File: src/rtl/regfile_pkg.sv
// Shared types and helpers for the parametrised register file and its clear engine.
`timescale 1ns/1ps
package regfile_pkg;

  typedef enum logic [1:0] {
    IDLE  = 2'd0,
    CLEAR = 2'd1,
    DONE  = 2'd2
  } clr_state_t;

  localparam logic RF_RESET_VAL = 1'b0;

  // Ceiling log2, used for address widths at elaboration time.
  function automatic int clog2(input int value);
    int result;
    result = 0;
    while ((32'sd1 << result) < value) begin
      result = result + 32'sd1;
    end
    return result;
  endfunction

endpackage

File: src/rtl/regfile_clear_fsm.sv
// Bulk-clear sequencer: walks every entry once, then pulses done for one cycle.
`timescale 1ns/1ps
module regfile_clear_fsm
  import regfile_pkg::*;
#(
  parameter int DEPTH = 8,
  localparam int AW = clog2(DEPTH)
) (
  input  logic          clk,
  input  logic          rst_n,
  input  logic          i_clr_req,
  output logic          o_busy,
  output logic          o_clr_done,
  output logic          o_idle,
  output logic          o_clr_we,
  output logic [AW-1:0] o_clr_idx
);

  localparam logic [AW-1:0] LAST_IDX = AW'(DEPTH - 1);

  clr_state_t    r_state;
  clr_state_t    w_state_nxt;
  logic [AW-1:0] r_idx;
  logic [AW-1:0] w_idx_nxt;

  // State and index registers, synchronous active-low reset.
  always_ff @(posedge clk) begin
    if (!rst_n) begin
      r_state <= IDLE;
      r_idx   <= {AW{1'b0}};
    end else begin
      r_state <= w_state_nxt;
      r_idx   <= w_idx_nxt;
    end
  end

  // Next-state logic; clr_req outside IDLE is dropped, not queued.
  always_comb begin
    w_state_nxt = r_state;
    w_idx_nxt   = r_idx;
    case (r_state)
      IDLE: begin
        if (i_clr_req) begin
          w_state_nxt = CLEAR;
          w_idx_nxt   = {AW{1'b0}};
        end else begin
          w_state_nxt = IDLE;
        end
      end
      CLEAR: begin
        if (r_idx == LAST_IDX) begin
          w_state_nxt = DONE;
          w_idx_nxt   = {AW{1'b0}};
        end else begin
          w_idx_nxt   = r_idx + {{(AW-1){1'b0}}, 1'b1};
        end
      end
      DONE: begin
        w_state_nxt = IDLE;
      end
      default: begin
        w_state_nxt = IDLE;
        w_idx_nxt   = {AW{1'b0}};
      end
    endcase
  end

  // Outputs are pure decodes of the state register.
  always_comb begin
    o_busy     = 1'b0;
    o_clr_done = 1'b0;
    o_idle     = 1'b0;
    case (r_state)
      IDLE:    o_idle     = 1'b1;
      CLEAR:   o_busy     = 1'b1;
      DONE:    o_clr_done = 1'b1;
      default: o_idle     = 1'b0;
    endcase
    o_clr_we  = o_busy;
    o_clr_idx = r_idx;
  end

endmodule

File: src/rtl/regfile_param.sv
// Parametrised 2-read/1-write register file with bulk-clear engine and write-reject flag.
// Optional write-to-read forwarding is enabled by defining REGFILE_BYPASS_EN.
`timescale 1ns/1ps
module regfile_param
  import regfile_pkg::*;
#(
  parameter int WIDTH    = 4,
  parameter int DEPTH    = 8,
  parameter int ZERO_REG = 1,
  localparam int AW = clog2(DEPTH)
) (
  input  logic             clk,
  input  logic             rst_n,
  input  logic [AW-1:0]    rd_addr1,
  output logic [WIDTH-1:0] rd_data1,
  input  logic [AW-1:0]    rd_addr2,
  output logic [WIDTH-1:0] rd_data2,
  input  logic             wr_en,
  input  logic [AW-1:0]    wr_addr,
  input  logic [WIDTH-1:0] wr_data,
  input  logic             clr_req,
  output logic             busy,
  output logic             clr_done,
  output logic             wr_drop
);

  localparam logic [AW:0]      DEPTH_W  = (AW+1)'(DEPTH);
  localparam logic [WIDTH-1:0] RST_WORD = {WIDTH{RF_RESET_VAL}};

  function automatic logic in_range(input logic [AW-1:0] a);
    return ({1'b0, a} < DEPTH_W);
  endfunction

  function automatic logic is_zero_slot(input logic [AW-1:0] a);
    return (ZERO_REG != 32'sd0) && (a == {AW{1'b0}});
  endfunction

  logic [WIDTH-1:0] r_mem [DEPTH];
  logic             r_wr_drop;
  logic             w_idle;
  logic             w_clr_we;
  logic [AW-1:0]    w_clr_idx;
  logic             w_wr_valid;
  logic             w_wr_acc;
  logic             w_wr_rej;

  regfile_clear_fsm #(
    .DEPTH (DEPTH)
  ) u_clear_fsm (
    .clk        (clk),
    .rst_n      (rst_n),
    .i_clr_req  (clr_req),
    .o_busy     (busy),
    .o_clr_done (clr_done),
    .o_idle     (w_idle),
    .o_clr_we   (w_clr_we),
    .o_clr_idx  (w_clr_idx)
  );

  // Write acceptance: a zero-slot write is valid but stores nothing and is not flagged.
  always_comb begin
    w_wr_valid = wr_en && w_idle && in_range(wr_addr);
    w_wr_acc   = w_wr_valid && !is_zero_slot(wr_addr);
    w_wr_rej   = wr_en && !w_wr_valid;
  end

  // Storage array; clear and user writes are mutually exclusive by FSM state.
  always_ff @(posedge clk) begin
    if (!rst_n) begin
      for (int k = 0; k < DEPTH; k++) begin
        r_mem[k] <= RST_WORD;
      end
    end else if (w_clr_we) begin
      r_mem[w_clr_idx] <= RST_WORD;
    end else if (w_wr_acc) begin
      r_mem[wr_addr] <= wr_data;
    end
  end

  // Reject flag reports the previous cycle's write request.
  always_ff @(posedge clk) begin
    if (!rst_n) begin
      r_wr_drop <= 1'b0;
    end else begin
      r_wr_drop <= w_wr_rej;
    end
  end

  assign wr_drop = r_wr_drop;

  // Read port 1 mux.
  always_comb begin
    rd_data1 = RST_WORD;
    if (in_range(rd_addr1) && !is_zero_slot(rd_addr1)) begin
`ifdef REGFILE_BYPASS_EN
      if (w_wr_acc && (rd_addr1 == wr_addr)) begin
        rd_data1 = wr_data;
      end else begin
        rd_data1 = r_mem[rd_addr1];
      end
`else
      rd_data1 = r_mem[rd_addr1];
`endif
    end else begin
      rd_data1 = RST_WORD;
    end
  end

  // Read port 2 mux.
  always_comb begin
    rd_data2 = RST_WORD;
    if (in_range(rd_addr2) && !is_zero_slot(rd_addr2)) begin
`ifdef REGFILE_BYPASS_EN
      if (w_wr_acc && (rd_addr2 == wr_addr)) begin
        rd_data2 = wr_data;
      end else begin
        rd_data2 = r_mem[rd_addr2];
      end
`else
      rd_data2 = r_mem[rd_addr2];
`endif
    end else begin
      rd_data2 = RST_WORD;
    end
  end

endmodule

File: config.mk
export PLATFORM = sky130hd
export DESIGN_NAME = regfile_param
export DESIGN_NICKNAME = d
export VERILOG_FILES = /design/src/rtl/regfile_pkg.sv /design/src/rtl/regfile_clear_fsm.sv /design/src/rtl/regfile_param.sv
export SDC_FILE = /design/constraint.sdc
export NUM_CORES = 1
export LEC_CHECK = 0
export CAP_MARGIN = 20
export CORE_MARGIN = 5
export CORE_UTILIZATION = 45
export CTS_BUF_LIST = sky130_fd_sc_hd__clkbuf_4 sky130_fd_sc_hd__clkbuf_8 sky130_fd_sc_hd__clkbuf_16
export DETAILED_ROUTE_END_ITERATION = 7
export PLACE_DENSITY = 0.67
export SYNTH_ARGS = -nofsm -noshare
export SYNTH_HDL_FRONTEND = slang
export SYNTH_SLANG_ARGS = --single-unit
File: constraint.sdc
create_clock -name clk -period 2.3 [get_ports clk]
set_input_delay 0.23 -clock clk [delete_from_list [all_inputs] [get_ports clk]]
set_output_delay 0.23 -clock clk [all_outputs]
set_load 0.02 [all_outputs]
==> flow_summary.toml, run 1 <==
[critical_path]
worstPathCellList = "clkdlybuf4s50_1 > mux2_2 > o221ai_1 > o221a_2 > a21oi_1 > dlygate4sd2_1"
r2r_cells = 4
slowest_stage = "clkdlybuf4s50_1"
critPathLaunch = "rd_addr2[0]"
crit_arrival_ps = 1990
critPathMaxFanout = 7
startpoint_type = "primary input"
critPathKind = "in -> out"
endpoint_kind = "output port"
r2r_end = "r_mem[4][1]"
reg2reg_from = "u_clear_fsm.r_state[0]"
critPathBufInv = 2
cp_top_family = "buffers and inverters"
cpPeakStageDelay_ps = 610
critical_path_required_ps = 2070
r2r_slack_ps = 400

[global_routing]
grt_pass1_vias = 1798
grt_max_degree = 20
grt_pass1_wl_um = 8480
grt_antenna_before_repair = 0
grt_usage = 0.1699
grt-ovfl-total = 0

[logic_synthesis]
ys_ff_latch = 38
ys_seq_area_frac = 0.4680
synth_ff_type = "edfxtp_1"
syn_avg_cell_area_um2 = 10.17
yosysUniqueCellTypes = 38
synth_edf_count = 32
synth_largest_area_cell = "edfxtp_1"
netlist_instances = 227
synthesis.area_um2 = 2310
yosys.area.top_type_share = 0.4160
synth.area.top_cells = "edfxtp_1 42%, mux2i_1 9.5%, dfxtp_1 5.2%, a21oi_1 5.0%, nor2_1 3.9%"
synth-warning-count = 0
postSynth.asyncResetShare = 0

[place]
dpl_cell_area_um2 = 2728
place_congestion = 0.9246
io_buffers = 27
pre_cts_ws_ps = -144.5
dp.cells = 325
hpwl_um = 4003

[detailed_routing]
routedWlPerCell_um = 15.30
drt_iter0_markers = 39
drc = 0
vias = 1803
dr.pass1.iters = 4
final_antenna_net_count = 0
wirelength_um = 5081
via_per_inst = 5.431

[cells_and_area]
drive_above_1_share = 0.1298
stdcell_area_um2 = 2804
fin_cells = 332
syn2layout_area_growth_pct = 21.40
n_antenna_cell = 0
final_util = 0.5561
nets = 281

[clocking]
htreeDepth = 2
clk_latency_ps = 280
clock_sinks = 38
cts_buffers = 5
root_buffer = "clkbuf_8"
clk_pin_slew_worst_paths_ps = 70
cts_tree = "done"
clk_path_buf_depth = 2

[sta]
finalSetupViolCount = 0
fin_hold_ws_ps = 573.8
fmax_ghz = 0.4503
finalHoldViolations = 0
fin_crit_sh = 0.9656
timing.final.ws_setup_ps = 79.17
final-max-slew-violation-count = 0
skew_ps = 3.510
grt_setup_unrepaired = "no"
fin_crit_ps = 2221

[worst_hold_path]
min_path_cells = 2
min_path_type = "reg -> reg"
hold_start = "u_clear_fsm.o_clr_idx[0]"
min_to = "u_clear_fsm.o_clr_idx[0]"

[run_status]
status = "completed"

[die]
core_um2 = 5042
die_area_um2 = 6665
fp.dieW_um = 81.64
start_util = 0.4581
num_io_pins = 28
rows = 26
die_y_um = 81.64

[power_and_ir_drop]
irDropWorstVdd_mv = 0.3699
powerDensity_nw_per_um2 = 545.4
leakage_nw = 1.119

[flow_run]
maxCapViolCount = 0
## per-stage QoR
stage          TNS (ps)  power (mW)
5_1_grt               0       1.608
4_1_cts               0       1.548
3_5_place_dp     -373.5       1.136
6_report              0       1.529
2_1_floorplan         0       1.004
3_3_place_gp     -173.5       1.133
## placed cells by master (no fill, tap or decap), drive strengths merged, types with 3 or more instances in the layout
cell type / n
dlygate4sd2: 6
nor3b: 4
o221a: 3
a21oi: 23
clkdlybuf4s50: 19
inv: 5
nor3: 6
and3: 8
nand2: 4
mux2: 3
o31ai: 3
dfxtp: 6
and2: 14
mux2i: 22
clkbuf: 5
o21ai: 12
edfxtp: 32
buf: 11
conb: 4
o22ai: 5
o221ai: 3
nor2: 24
nand2b: 8
nor2b: 11
## worst reg2reg max path: cells and delay by family, from the launching register on
family           cells  cell delay (ps)
AND/OR/NAND/NOR      4             1150
flip-flops           1              420
## what timing repair did
action / CTS / global route
resized for setup: 6 / 2
hold buffers: 0 / 0
buffers inserted: 0 / 0
pin swaps: 0 / 0
endpoints found under the hold margin: 0 / 0
setup endpoints to repair: 6 / 2
## cell families after synthesis
kind of cell,after synthesis,synth area share
DFF,38,0.4680
AOI/OAI and AO/OA,55,0.1468
adders and majority gates,2,0.01083
and+or+nand+nor,88,0.2292
other,1,0.001624
buffers and inverters,18,0.03359
muxes,25,0.1100
## sequential cells by signal, summed over array words and instances (netlist names)
| signal | flops |
|---|---|
| r_mem | 32 |
| u_clear_fsm.o_clr_idx | 3 |
| u_clear_fsm.r_state | 2 |
| wr_drop | 1 |
## report_power, final
group          leakage (nW)  internal, mW  switching (mW)
registers             0.370         0.787          0.0281
logic                 0.706         0.138           0.157
clock network        0.0438         0.203           0.215
total                  1.12          1.13           0.400
## synthesized netlist by cell type, drive strengths merged, types with 2 or more instances
| library cell | count |
|---|---|
| nor2b | 11 |
| or2 | 2 |
| and3 | 8 |
| o221ai | 3 |
| mux2 | 3 |
| o31ai | 3 |
| nand3b | 2 |
| buf | 6 |
| o221a | 3 |
| o22ai | 5 |
| inv | 5 |
| nor2 | 24 |
| mux2i | 22 |
| nand2 | 4 |
| and2 | 14 |
| nand2b | 8 |
| o211ai | 2 |
| dfxtp | 6 |
| edfxtp | 32 |
| o21ai | 12 |
| nor3b | 4 |
| clkbuf | 7 |
| ha | 2 |
| a21oi | 23 |
| nor3 | 6 |
## layout make-up
type,count,area (um^2)
fillers,445,2238
multi-input cells,174,1162
flip-flops and latches,38,1081
repair buffers,38,375.4
well taps,70,87.58
clock buffers,5,68.82
inverters,5,18.77
clock inverters,2,10.01
## worst max path at each step
stage | endpoint | slack [ps] | depth (start not counted)
final | rd_data2[1] | 80 | 6
after global routing | rd_data2[1] | 20 | 6
after CTS | rd_data1[1] | 40 | 7
after detailed placement | rd_data2[1] | -140 | 6
after global placement | rd_data2[2] | -60 | 6
after floorplan | r_mem[1][0] | 630 | 4
## metal layers
layer,wire length (um),global-route usage,up-vias
li1,-,-,902
met1,2299,0.2075,821
met2,2363,0.2915,68
met3,272,0.03289,12
met4,146,0.07309,0
met5,0,0,-
Note: power is estimated with default switching activity, not from simulation.
==> run 2: changes to the inputs <==
- ABC_AREA: not set -> 1
- GPL_TIMING_DRIVEN: not set -> 0
==> run 2 against run 1 <==
Fmax is 14% higher. Sequential cell count did not move. Non-clock buffer count shrank 4. Final area up 0.98%. Critical path depth rose by 2. Utilization increased by 0.55 points. Critical path type unchanged. Critical endpoint is now rd_data1[3]. Highest routed layer unchanged.
==> flow_summary.toml, run 2 <==
[logic_synthesis]
syn_avg_cell_area_um2 = 8.162
synth_ff_type = "edfxtp_1"
yosys.area.top_type_share = 0.4190
ys_ff_latch = 38
synthTopCellsByCount = "51 x nand2_1, 48 x nor2_1, 32 x edfxtp_1, 32 x o21ai_0, 28 x inv_1"
synth_edf_count = 32
yosysUniqueCellTypes = 22
synthesis.area_um2 = 2293
synth_largest_area_cell = "edfxtp_1"
postSynth.asyncResetShare = 0
ys_seq_area_frac = 0.4714
yosysMostFrequentCell = "nand2_1"
netlist_instances = 281
synth-warning-count = 0
synth.area.top_cells = "edfxtp_1 42%, nand2_1 8.3%, nor2_1 7.9%, o21ai_0 7.0%, dfxtp_1 5.2%"

[die]
start_util = 0.4548
core_um2 = 5042
die_area_um2 = 6624
fp.dieW_um = 81.39
die_y_um = 81.39
num_io_pins = 28
rows = 26

[sta]
final-max-slew-violation-count = 0
fmax_ghz = 0.5144
skew_ps = 4.708
grt_setup_unrepaired = "no"
finalHoldViolations = 0
fin_crit_sh = 0.8453
setup_tns_ps = 0
fin_crit_ps = 1944
fin_hold_ws_ps = 512.7
finalSetupViolCount = 0

[cells_and_area]
fin_cells = 387
final_common_cell = "nand2_1"
largest_reg_flops = 32
syn2layout_area_growth_pct = 23.46
largest_register = "r_mem"
drive_above_1_share = 0.1388
n_antenna_cell = 0
final_cell_mix = "51 x nand2_1, 48 x nor2_1, 32 x edfxtp_1"
nets = 335
nFillCells = 460

[power_and_ir_drop]
p_total_mw = 1.798
irDropWorstVdd_mv = 0.3967
powerDensity_nw_per_um2 = 635.1
leakage_nw = 1.264

[flow_run]
maxCapViolCount = 0

[detailed_routing]
routedWlPerCell_um = 13.32
vias = 1915
drc = 0
via_per_inst = 4.948
final_antenna_net_count = 0
dr.pass1.iters = 4
wirelength_um = 5154
drt_iter0_markers = 70

[clocking]
clk_latency_ps = 290
root_buffer = "clkbuf_8"
clk_path_buf_depth = 2
cts_tree = "done"
post_cts_buffers = 0
htreeDepth = 2
postCtsHoldBufs = 0
clk_pin_slew_worst_paths_ps = 70
cts_buffers = 5
clock_sinks = 38

[critical_path]
critPathKind = "in -> out"
worstPathCellList = "clkdlybuf4s50_1 > buf_2 > a21oi_1 > o21ai_0 > nand3_1 > nand2_1 > nor2_1 > dlymetal6s2s_1"
crit_arrival_ps = 1710
critical_path_required_ps = 2070
critPathMaxFanout = 10
endpoint_kind = "output port"
startpoint_type = "primary input"
cpPeakStageDelay_ps = 470
slowest_stage = "clkdlybuf4s50_1"

[run_status]
status = "completed"

[worst_hold_path]
min_path_type = "reg -> reg"

[global_routing]
grt_antenna_before_repair = 0
grt_pass1_vias = 1810
grt_usage = 0.1681
grt_pass1_wl_um = 8411
grt-ovfl-total = 0
grt_max_degree = 14

[place]
hpwl_um = 4032
place_congestion = 0.9231
io_buffers = 27
dp.cells = 381
run 2: cell count changes after synthesis, moves of 9 or more:
cell     previous run  this run
and2_1             13         0
nand2_2             1        10
mux2i_1            22         0
inv_1               5        28
o21ai_0            12        32
nand3_1             0        15
nor2_1             24        48
nor2b_1            11         0
nand2_1             3        51
run 2: power by group:
group / total [mW] / leakage [nW] / switching, mW / internal (mW)
combinational: 0.310 / 0.814 / 0.192 / 0.118
sequential: 0.795 / 0.379 / 0.0169 / 0.778
clock: 0.693 / 0.0714 / 0.231 / 0.462
total: 1.80 / 1.26 / 0.439 / 1.36
run 2: cell families (layout without fill, tap and decap cells):
| kind of cell | count (synthesis) | after routing | synth area share |
|---|---|---|---|
| other | 1 | 4 | 0.001635 |
| AO/OA/AOI/OAI | 62 | 62 | 0.1511 |
| adder cells (fa/ha/maj) | 2 | 2 | 0.01091 |
| buffers and inverters | 39 | 72 | 0.06437 |
| flip-flops | 38 | 38 | 0.4714 |
| AND/OR/NAND/NOR | 139 | 139 | 0.3006 |
run 2: metal layers:
layer,global-route usage,up-vias,part of all wire
met1,0.2043,842,0.44
met3,0.03880,10,0.064
met2,0.2866,65,0.47
met5,0,-,0
li1,-,998,-
met4,0.06588,0,0.018
run 2: path summary, 6_finish.rpt:
path / startpoint / end / slack, ps / depth (start not counted)
min reg2reg: u_clear_fsm.o_clr_idx[1] / u_clear_fsm.o_clr_idx[1] / 510 / 2
min: u_clear_fsm.o_clr_idx[1] / u_clear_fsm.o_clr_idx[1] / 510 / 2
max reg2reg: u_clear_fsm.r_state[1] / r_mem[0][2] / 620 / 9
max: rd_addr1[0] / rd_data1[3] / 360 / 8
run 2: per-stage QoR:
stage	area [um^2]	utilization	setup slack (ps)
final	2831	0.5615	355.8
after global routing	2831	0.5615	200.0
after CTS	2805	0.5563	17.26
after detailed placement	2663	0.5280	-126.9
after global placement	2663	0.5280	-176.7
after floorplan	2305	-	764.0
run 2: critical path: cells and delay by family:
| family | cells | cell delay [ps] |
|---|---|---|
| AOI/OAI and AO/OA | 2 | 300 |
| buffers and inverters | 3 | 920 |
| and+or+nand+nor | 3 | 260 |
run 2: repair_timing:
| action | CTS | global route |
|---|---|---|
| gates resized for setup | 6 | 13 |
| endpoints found under the setup margin | 8 | 8 |
| hold endpoints to repair | 0 | 0 |
run 2: cell type report:
class | count | area [um^2] | area share
repair buffers | 27 | 290.3 | 0.1025
clock inverters | 2 | 60.06 | 0.02121
plain buffers | 7 | 37.54 | 0.01326
multi-input cells | 207 | 1076 | 0.3800
flip-flops and latches | 38 | 1081 | 0.3818
clock buffers | 6 | 82.58 | 0.02916
well taps | 70 | 87.58 | 0.03093
inverters | 30 | 116.4 | 0.04110
==> run 3: changes to the inputs <==
- clock period: 2.3 -> 1.8 ns (I/O delays scaled with it)
==> run 3 against run 2 <==
Sequential share of layout area rose by 0.27 points. Via count rose by 2.3%. Die area unchanged. Final area decreased by 0.71%. Sequential cell count did not move. Clock power rose by 28%. Combinational power rose by 27%. First-iteration DRC count is 27% higher. Non-clock buffer count increased by 2. Critical path depth grew 1. Worst setup slack worse by 250 ps. Hold slack lost 33 ps. Critical endpoint is now r_mem[0][0].
==> flow_summary.toml, run 3 (synthesis results as in run 2) <==
[flow_run]
maxCapViolCount = 0

[critical_path]
slowest_stage = "clkdlybuf4s50_1"
critPathBufInv = 1
startpoint_type = "primary input"
critical_path_required_ps = 1790
crit_arrival_ps = 1680
cpPeakStageDelay_ps = 490
critPathMaxFanout = 8
r2r_cells = 9
worstSetupPathDepth = 9
cpMostUsedCell = "nand2_1"
endpoint_kind = "flop"
worstPathCellList = "clkdlybuf4s50_1 > nand2_2 > nor2_8 > nand2_4 > nand2_1 > nand2_2 > nor2_2 > nand2_1 > nand2_1"
critPathKind = "in -> reg"
cp_top_family = "simple AND/OR/NAND/NOR gates"

[die]
num_io_pins = 28
core_um2 = 5042
die_area_um2 = 6624
rows = 26
fp.dieW_um = 81.39
start_util = 0.4548
die_y_um = 81.39

[place]
hpwl_um = 4032
place_congestion = 0.9231
pre_cts_ws_ps = -526.9
dpl_cell_area_um2 = 2663
io_buffers = 27

[detailed_routing]
final_antenna_net_count = 0
drt_iter0_markers = 89
vias = 1959
via_per_inst = 5.036
drc = 0
routedWlPerCell_um = 13.37
dr.pass1.iters = 4
wirelength_um = 5201

[clocking]
htreeDepth = 2
clock_sinks = 38
root_buffer = "clkbuf_8"
postCtsResizedCells = 46
cts_tree = "done"
postCtsHoldBufs = 0
clk_pin_slew_worst_paths_ps = 80
cts_buffers = 5
clk_latency_ps = 290
post_cts_buffers = 0
clk_path_buf_depth = 2

[cells_and_area]
syn2layout_area_growth_pct = 22.59
n_antenna_cell = 0
final_cell_mix = "51 x nand2_1, 48 x nor2_1, 32 x edfxtp_1"
final_common_cell = "nand2_1"
largest_reg_flops = 32
stdcell_area_um2 = 2811
nets = 337
largest_register = "r_mem"
drive_above_1_share = 0.1755

[sta]
final-max-slew-violation-count = 0
finalHoldViolations = 0
fmax_ghz = 0.5902
timing.final.ws_setup_ps = 105.6
finalSetupViolCount = 0
grt_setup_unrepaired = "no"
fin_crit_sh = 0.9413
setup_tns_ps = 0
fin_hold_ws_ps = 479.8
skew_ps = 3.297
fin_crit_ps = 1694

[power_and_ir_drop]
leakage_nw = 1.219
irDropWorstVdd_mv = 0.5071
powerDensity_nw_per_um2 = 816.4

[worst_hold_path]
min_path_cells = 3
min_path_type = "in -> reg"

[global_routing]
grt_antenna_before_repair = 0
grt_pass1_vias = 1828
grt_pass1_wl_um = 8500
grt-ovfl-total = 0
grt_max_degree = 13
grt_usage = 0.1698

[run_status]
status = "completed"
==> run 3: routing by layer <==
layer / up-vias / routed length [um] / global-route usage / share of wire
li1: 1001 / - / - / -
met1: 866 / 2255 / 0.2085 / 0.43
met2: 78 / 2444 / 0.2875 / 0.47
met3: 14 / 360 / 0.03659 / 0.069
met4: 0 / 141 / 0.06926 / 0.027
met5: - / 0 / 0 / 0
==> run 3: area by class of cell <==
cell class,instances,area (um^2)
flip-flops and latches,38,1081
multi-input cells,207,1080
fillers,464,2231
repair buffers,27,237.7
plain buffers,9,70.07
well taps,70,87.58
clock buffers,6,82.58
inverters,30,112.6
clock inverters,2,60.06
==> run 3: metrics by stage <==
stage	utilization	cells	power (mW)
finish	0.5576	389	2.295
global route	0.5576	389	2.390
global placement	0.5280	381	1.431
floorplan	-	284	1.286
CTS	0.5598	389	2.313
detailed placement	0.5280	381	1.433
==> run 3: report_power, final <==
group | internal (mW) | switching [mW] | total, mW
Sequential | 0.995 | 0.0218 | 1.02
Combinational | 0.144 | 0.249 | 0.393
Clock | 0.591 | 0.295 | 0.886
Total | 1.73 | 0.566 | 2.30
==> run 3: worst register-to-register path, cell delays in order, from the launching register on <==
cell and delay (ps):
dfxtp_1 340, inv_2 90, nand2_4 70, nor2_8 160, nand2_4 100, nand2_1 80
nand2_2 80, nor2_2 170, nand2_1 100, nand2_1 170
==> run 3: final timing paths <==
kind	start	end	slack, ps
worst max-delay path	rst_n	r_mem[0][0]	110
worst min-delay path	clr_req	u_clear_fsm.r_state[0]	480
worst max register to register	u_clear_fsm.r_state[1]	r_mem[0][0]	130
worst min register to register	u_clear_fsm.o_clr_idx[1]	u_clear_fsm.o_clr_idx[1]	510
